[config.mk]
export PLATFORM = sky130hd
export DESIGN_NAME = led_scan_decoder
export DESIGN_NICKNAME = d
export VERILOG_FILES = /design/src/rtl/led_scan_decoder.sv
export SDC_FILE = /design/constraint.sdc
export NUM_CORES = 1
export LEC_CHECK = 0
export ABC_CLOCK_PERIOD_IN_PS = 5300
export BUFFER_PORTS_ARGS = -buffer_cell sky130_fd_sc_hd__buf_4
export CAP_MARGIN = 10
export CORE_MARGIN = 1
export CORE_UTILIZATION = 28
export DETAILED_ROUTE_END_ITERATION = 10
export GPL_ROUTABILITY_DRIVEN = 0
export GPL_TIMING_DRIVEN = 0
export SYNTH_ARGS = -nofsm -noshare
export SYNTH_HDL_FRONTEND = slang
export SYNTH_SLANG_ARGS = --single-unit
[constraint.sdc]
create_clock -name clk -period 5.3 [get_ports clk]
set_input_delay 0.795 -clock clk [delete_from_list [all_inputs] [get_ports clk]]
set_output_delay 0.795 -clock clk [all_outputs]
set_load 0.05 [all_outputs]
[src/rtl/led_scan_decoder.sv]
// Tracks a two-LED "scanner" bar on an 8-bit bus, locks onto a bouncing sweep,
// and reports position, direction, end-point reversals and sequence violations.
module led_scan_decoder #(
  parameter int unsigned LOCK_STEPS = 4
) (
  input  logic        clk,
  input  logic        rst,
  input  logic [7:0]  led_in,
  input  logic        sample_en,
  output logic [3:0]  pos,
  output logic        dir,
  output logic        locked,
  output logic        err,
  output logic [15:0] sweep_cnt,
  output logic [7:0]  err_cnt
);

  typedef enum logic [1:0] {
    SEARCH  = 2'd0,
    ACQUIRE = 2'd1,
    LOCKED  = 2'd2
  } state_t;

  localparam logic [3:0] LOCK_N = 4'(LOCK_STEPS);

  state_t     state, state_nxt;
  logic [3:0] step_cnt, step_nxt;
  logic [3:0] pos_nxt;
  logic       dir_nxt;
  logic       err_nxt;
  logic       sweep_inc;

  logic       legal;
  logic [3:0] dec_pos;
  logic [3:0] exp_pos;
  logic       arrive_dir;
  logic       adjacent;
  logic       at_end;

  // Pattern decode: one LED at each end, two adjacent LEDs in between.
  always_comb begin
    legal   = 1'b1;
    dec_pos = 4'd0;
    unique case (led_in)
      8'h01:   dec_pos = 4'd0;
      8'h03:   dec_pos = 4'd1;
      8'h06:   dec_pos = 4'd2;
      8'h0C:   dec_pos = 4'd3;
      8'h18:   dec_pos = 4'd4;
      8'h30:   dec_pos = 4'd5;
      8'h60:   dec_pos = 4'd6;
      8'hC0:   dec_pos = 4'd7;
      8'h80:   dec_pos = 4'd8;
      default: legal   = 1'b0;
    endcase
  end

  // dir describes the next expected move, so it flips on arrival at an end.
  always_comb begin
    if (pos == 4'd8)      exp_pos = 4'd7;
    else if (pos == 4'd0) exp_pos = 4'd1;
    else if (dir)         exp_pos = pos - 4'd1;
    else                  exp_pos = pos + 4'd1;
    arrive_dir = (dec_pos == 4'd8) || ((dec_pos != 4'd0) && (dec_pos < pos));
    adjacent   = (dec_pos == pos + 4'd1) || (dec_pos + 4'd1 == pos);
    at_end     = (dec_pos == 4'd0) || (dec_pos == 4'd8);
  end

  // NOTE: every output of this block gets a default first, so no path can
  // leave a signal unassigned and infer a latch.
  always_comb begin
    state_nxt = state;
    step_nxt  = step_cnt;
    pos_nxt   = pos;
    dir_nxt   = dir;
    err_nxt   = 1'b0;
    sweep_inc = 1'b0;

    if (sample_en) begin
      if (legal) pos_nxt = dec_pos;
      unique case (state)
        SEARCH: begin
          if (legal) begin
            step_nxt  = 4'd0;
            state_nxt = ACQUIRE;
          end
        end
        ACQUIRE: begin
          if (!legal) begin
            state_nxt = SEARCH;
          end else if ((step_cnt == 4'd0) ? adjacent : (dec_pos == exp_pos)) begin
            dir_nxt  = arrive_dir;
            step_nxt = step_cnt + 4'd1;
            if (step_cnt + 4'd1 == LOCK_N) begin
              state_nxt = LOCKED;
              sweep_inc = at_end;
            end
          end else begin
            step_nxt = 4'd0;
          end
        end
        LOCKED: begin
          if (legal && (dec_pos == exp_pos)) begin
            dir_nxt   = arrive_dir;
            sweep_inc = at_end;
          end else begin
            err_nxt   = 1'b1;
            step_nxt  = 4'd0;
            state_nxt = legal ? ACQUIRE : SEARCH;
          end
        end
        default: state_nxt = SEARCH;
      endcase
    end
  end

  // NOTE: sequential state uses non-blocking assignments so every register
  // samples the pre-edge values, independent of statement order.
  always_ff @(posedge clk) begin
    if (rst) begin
      state     <= SEARCH;
      step_cnt  <= 4'd0;
      pos       <= 4'd0;
      dir       <= 1'b0;
      locked    <= 1'b0;
      err       <= 1'b0;
      sweep_cnt <= 16'd0;
      err_cnt   <= 8'd0;
    end else begin
      state    <= state_nxt;
      step_cnt <= step_nxt;
      pos      <= pos_nxt;
      dir      <= dir_nxt;
      locked   <= (state_nxt == LOCKED);
      err      <= err_nxt;
      if (sweep_inc && (sweep_cnt != 16'hFFFF)) sweep_cnt <= sweep_cnt + 16'd1;
      if (err_nxt && (err_cnt != 8'hFF))        err_cnt   <= err_cnt + 8'd1;
    end
  end

endmodule

== After elaboration in Yosys (flattened, before gate mapping) ==
Index checks and enable logic that the tools add are counted.
Storage, ports and cells
  logic and storage cells: 90
  bits in read-only memories: 0
  memory bits (writable): 0
  register bits: 37
  memories kept: 0
  latch bits: 0
Cells by class
  muxes and demuxes: 32
  shift-type cells: 0
  reduce and logical (&&, ||, !) cells: 18
  bitwise logic cells: 0
  multipliers: 0
  add/subtract/negate cells: 6
  divide/modulo/power cells: 0
  magnitude comparators: 1
  eq/ne operators: 25
Operator list (count)
  4-bit case mux with 8 select lines: 1
  4-bit 2-to-1 mux: 7
  16-bit by 1-bit adder with 16-bit output (second input constant): 1
  8-bit == test (second input constant): 2
  16-bit != test (second input constant): 1
  1-bit 2-to-1 mux: 14
  4-bit by 1-bit adder with 4-bit output (second input constant): 3
  4-bit == test: 3
  4-bit zero test: 3
  2-bit 2-to-1 mux: 6
  4-bit case mux with 3 select lines: 1
  2-bit != test (second input constant): 5
  5-bit AND reduction: 2
  9-bit OR reduction: 1
  8-bit by 1-bit adder with 8-bit output (second input constant): 1
  4-bit == test (second input constant): 2
  8-bit by 1-bit == test with 1-bit output (second input constant): 1
  8-bit by 2-bit == test with 1-bit output (second input constant): 1
  8-bit by 3-bit == test with 1-bit output (second input constant): 1
  8-bit by 4-bit == test with 1-bit output (second input constant): 1
  8-bit by 5-bit == test with 1-bit output (second input constant): 1
  8-bit by 6-bit == test with 1-bit output (second input constant): 1
  8-bit by 7-bit == test with 1-bit output (second input constant): 1
  8-bit != test (second input constant): 1
  14 further kinds: 21

== Longest topological paths before layout ==
  word-level depth: 11
  mapped depth: 17

== Worst setup path after synthesis ==
OpenSTA, ideal clock, no wires.
  path type: input-to-reg
  start: input led_in[4]
  end: register sweep_cnt[5]
  data required time: 5177 ps
  setup time: 123 ps
  arrival: 4075 ps
  buffers on the path: 2
  path slack: 1101 ps
  cell stages on the path: 17
  path through: buf_2 or4_1 nor3_1 nand2_1 a2bb2oi_1 inv_1 ha_1 xnor2_1 or2_2 mux2_2 a21oi_1 a211oi_1 a211oi_2 o21ai_2 buf_6 nor3_1 mux2_1
On the way
  cells in the longest elaborated chain, start to end: 11
  elaborated cells on any way between the ends: 29
  those cells by class: 1 x add/sub; 13 x eq/ne; 9 x mux; 6 x reduce/logical
RTL lines
  start, declared: line 8  | input logic [7:0] led_in,
  8-bit == test (tied with other cells): line 44  | unique case (led_in)
  4-bit case mux with 8 select lines (*): line 44
  via dec_pos[0]: line 34  | logic [3:0] dec_pos;
  4-bit by 1-bit adder with 4-bit output: line 65  | adjacent = (dec_pos == pos + 4'd1) || (dec_pos + 4'd1 == pos);
  4-bit == test: line 65
  1-bit logical OR: line 65
  1-bit 2-to-1 mux (2 in series): line 91  | end else if ((step_cnt == 4'd0) ? adjacent : (dec_pos == exp_pos)) begin
  1-bit 2-to-1 mux: line 89  | if (!legal) begin
  1-bit case mux with 2 select lines (*): line 81  | unique case (state)
  1-bit 2-to-1 mux (*): line 79  | if (sample_en) begin
  1-bit logical AND (*): line 136  | if (sweep_inc && (sweep_cnt != 16'hFFFF)) sweep_cnt <= sweep_cnt + 16'd1;
  end signal, assigned: line 136
  end, declared: line 14  | output logic [15:0] sweep_cnt,
The timed path passes the listed nets; every way through them passes the cells marked *.
A chain may end at the register's enable or synchronous reset.

== Worst setup path in the final report ==
  start: input led_in[5]
  end: register sweep_cnt[5]
The elaborated chain is that of the path after synthesis.

==> metrics.md <==
| Metric | Value |
|---|---|
| Post-layout util | `34.0%` |
| Total CTS buffers | `5` |
| Largest cells by area after synthesis | `dfxtp_1 26%, ha_1 8.0%, xnor2_1 4.3%` |
| Routed Antenna Nets | `0` |
| Final #Nets | `423` |
| Seq/Total Area, Yosys | `26.2%` |
| Distinct cells, synth | `68` |
| Fmax | `229 MHz` |
| P&R area growth vs syn | `17.7%` |
| RSZ-0062 raised after global routing | `no` |
| Worst Hold Class | `reg -> reg` |
| Core ar. | `0.00977 mm^2` |
| Grt total ovfl | `0` |
| Asr flop ratio synth | `0%` |
| Initial antenna violation count | `0` |
| CTS clk-pin slew, worst paths | `0.08 ns` |
| First-pass GRT wire length | `11.3 mm` |
| Sum of negative setup slack | `0 ns` |
| EDFF count, synth | `0` |
| Die ar. | `0.0105 mm^2` |
| CTS Hold Bufs | `0` |
| Met1 Use GR | `17.4%` |
| Final instance area | `0.00332 mm^2` |
| R2R Setup Slk | `1.52 ns` |
| Post-detail-place hpwl | `5.21 mm` |
| Share of cells above drive strength 1 | `17.7%` |
| CP Launch Point | `led_in[5]` |
| Reg-to-reg endpoint | `sweep_cnt[5]$_SDFFE_PP0P_` |
| Synth top area share | `26.2%` |
| Max Cap Violations | `0` |
| VDD IR max | `0.0861 mV` |
| Critical R2R Launch | `pos[0]$_SDFFE_PP0P_` |
| DR iter-0 viols | `173` |
| Warnings, synthesis | `0` |
| Number of detailed-route iterations in the first pass | `4` |
| DRC Markers | `0` |
| Syn Area/Cell | `7.98 um^2` |
| Slew headroom | `55.0%` |
| Die width | `102 um` |
| Diode count | `0` |
| Root Driver | `clkbuf_8` |
| GR Layer Usage met2 | `22.5%` |
| Seq cells post-synth | `37` |
| Min Tclk post-route | `4.38 ns` |
| Synth Instances | `354` |
| Commonest cells in the netlist | `37 x dfxtp_1, 27 x nor2_1, 26 x nand2_1` |
| Placed Area | `0.00324 mm^2` |
| Worst Path Arrival | `4.56 ns` |
| Worst reg-to-reg path cell count | `13` |
| Setup CP Type | `in -> reg` |
| Grt met3 use | `2.60%` |
| Final Setup Violations | `0` |
| WL final | `6.94 mm` |
| Mapped cell area | `0.00282 mm^2` |
| Outcome | `completed` |
| Worst skew pair latency | `0.29 ns` |
| Final hold vios | `0` |
| # rows | `36` |
| Vias in the first global route | `2,435` |
| Tcrit/Tclk final | `82.6%` |
| Max Slew Vio Count | `0` |
| Vias per cell | `5.08` |
| Htree depth | `2` |
| LEAKAGE | `1.23 nW` |
| Gr usage total | `13.5%` |
| Initial Util | `28.9%` |
| TritonCTS sink count | `37` |
| Max Fanout on Critical Path | `10` |
| Crit start category | `input pin` |
| CTS Buffer Depth | `2` |
| Most frequent cell after synthesis | `dfxtp_1` |
| Syn_nets | `383` |
| CP Capture Point | `sweep_cnt[5]$_SDFFE_PP0P_` |
| Ys flop type | `dfxtp_1` |
| Die height | `102 um` |
| Cell area power density | `169 mW/mm^2` |
| Kind of end point of the critical path | `flip-flop` |
| Hold path depth | `2` |
| Cts repair resizes | `0` |
| Per-cell routed wire length | `13.1 um` |
| Clk_skew | `0.0136 ns` |
| Vias | `2,683` |
| Largest net degree at the start of global routing | `13` |
| Worst slew pin tran | `0.669 ns` |
| Final Power | `0.561 mW` |
| I/O pin count | `42` |
| CTS tree | `yes` |
| GRT busiest layer | `met2` |
| Port bufs | `33` |
| Area leader, netlist | `dfxtp_1` |
| Critical Path RT | `5.49 ns` |
| Post-CTS Setup Inserts | `0` |
layout by cell type (no fill, tap or decap), drive strengths merged, types with 12 or more instances in the layout:
master  Yosys  final
ha         18     18
buf         9     42
inv        22     22
clkbuf      8     13
nand2      26     26
xnor2      14     14
or3        12     12
dfxtp      37     37
nand3      13     13
nor2       28     28
o21ai      24     24
a21oi      24     24
layer usage:
layer / part of all wire, % / vias up
li1: - / 1371
met1: 49 / 1239
met2: 46 / 62
met3: 3.9 / 11
met4: 1.6 / 0
met5: 0 / -
metrics by stage:
step                setup slack (ns)  std cells  hold WS (ns)
finish                         0.924        528         0.496
floorplan                       1.10        354         0.507
detailed placement             0.601        520         0.489
CTS                            0.919        528         0.503
global route                   0.611        528         0.517
global placement               0.657        520         0.477
cell families (layout without fill, tap and decap cells):
| logic type | after synthesis | count (layout) | synth area share, % |
|---|---|---|---|
| mux | 10 | 10 | 3.68 |
| buf+inv | 39 | 80 | 6.03 |
| compound gates | 91 | 91 | 21.8 |
| simple gates | 141 | 141 | 28.7 |
| fa+ha+maj | 18 | 18 | 7.98 |
| xor+xnor | 18 | 18 | 5.58 |
| flops | 37 | 37 | 26.2 |
cell type report:
type | instances | area [um^2]
plain buffers | 17 | 87.6
fillers | 1031 | 6450
clock inverters | 3 | 17.5
flip-flops and latches | 37 | 741
well taps | 133 | 166
clock buffers | 5 | 68.8
multi-input cells | 278 | 1910
inverters | 22 | 82.6
repair buffers | 33 | 248
critical path, stage by stage:
cell       delay [ns]
clkbuf_1         0.26
nand4bb_1        0.29
o21ai_0          0.13
o2bb2ai_1        0.18
a2bb2oi_1        0.40
inv_1            0.09
ha_1             0.22
xnor2_1          0.18
or2_2            0.30
mux2_2           0.26
a21oi_1          0.13
a211oi_1         0.09
a211oi_2         0.33
o21ai_2          0.16
buf_6            0.20
nor3_1           0.19
mux2_1           0.33
worst min-delay path by stage:
| stage | start | endpoint | slack [ns] |
|---|---|---|---|
| floorplan | step_cnt[2]$_SDFFE_PP0P_ | step_cnt[2]$_SDFFE_PP0P_ | 0.51 |
| global placement | sweep_cnt[9]$_SDFFE_PP0P_ | sweep_cnt[9]$_SDFFE_PP0P_ | 0.48 |
| detailed placement | sweep_cnt[11]$_SDFFE_PP0P_ | sweep_cnt[11]$_SDFFE_PP0P_ | 0.49 |
| CTS | sweep_cnt[11]$_SDFFE_PP0P_ | sweep_cnt[11]$_SDFFE_PP0P_ | 0.50 |
| global route | sweep_cnt[11]$_SDFFE_PP0P_ | sweep_cnt[11]$_SDFFE_PP0P_ | 0.52 |
| finish | sweep_cnt[11]$_SDFFE_PP0P_ | sweep_cnt[11]$_SDFFE_PP0P_ | 0.50 |
state kept, by name, indices dropped and copies added, names as in the netlist:
register	count
step_cnt	4
dir	1
sweep_cnt	16
err_cnt	8
state	2
locked	1
err	1
pos	4
report_power, final:
group | switching [mW] | total (mW) | leakage [nW] | internal [mW]
registers | 0.00334 | 0.283 | 0.298 | 0.280
clock network | 0.104 | 0.195 | 0.0439 | 0.0908
logic | 0.0520 | 0.0830 | 0.888 | 0.0310
No activity file was read; power rests on OpenSTA's default activity.
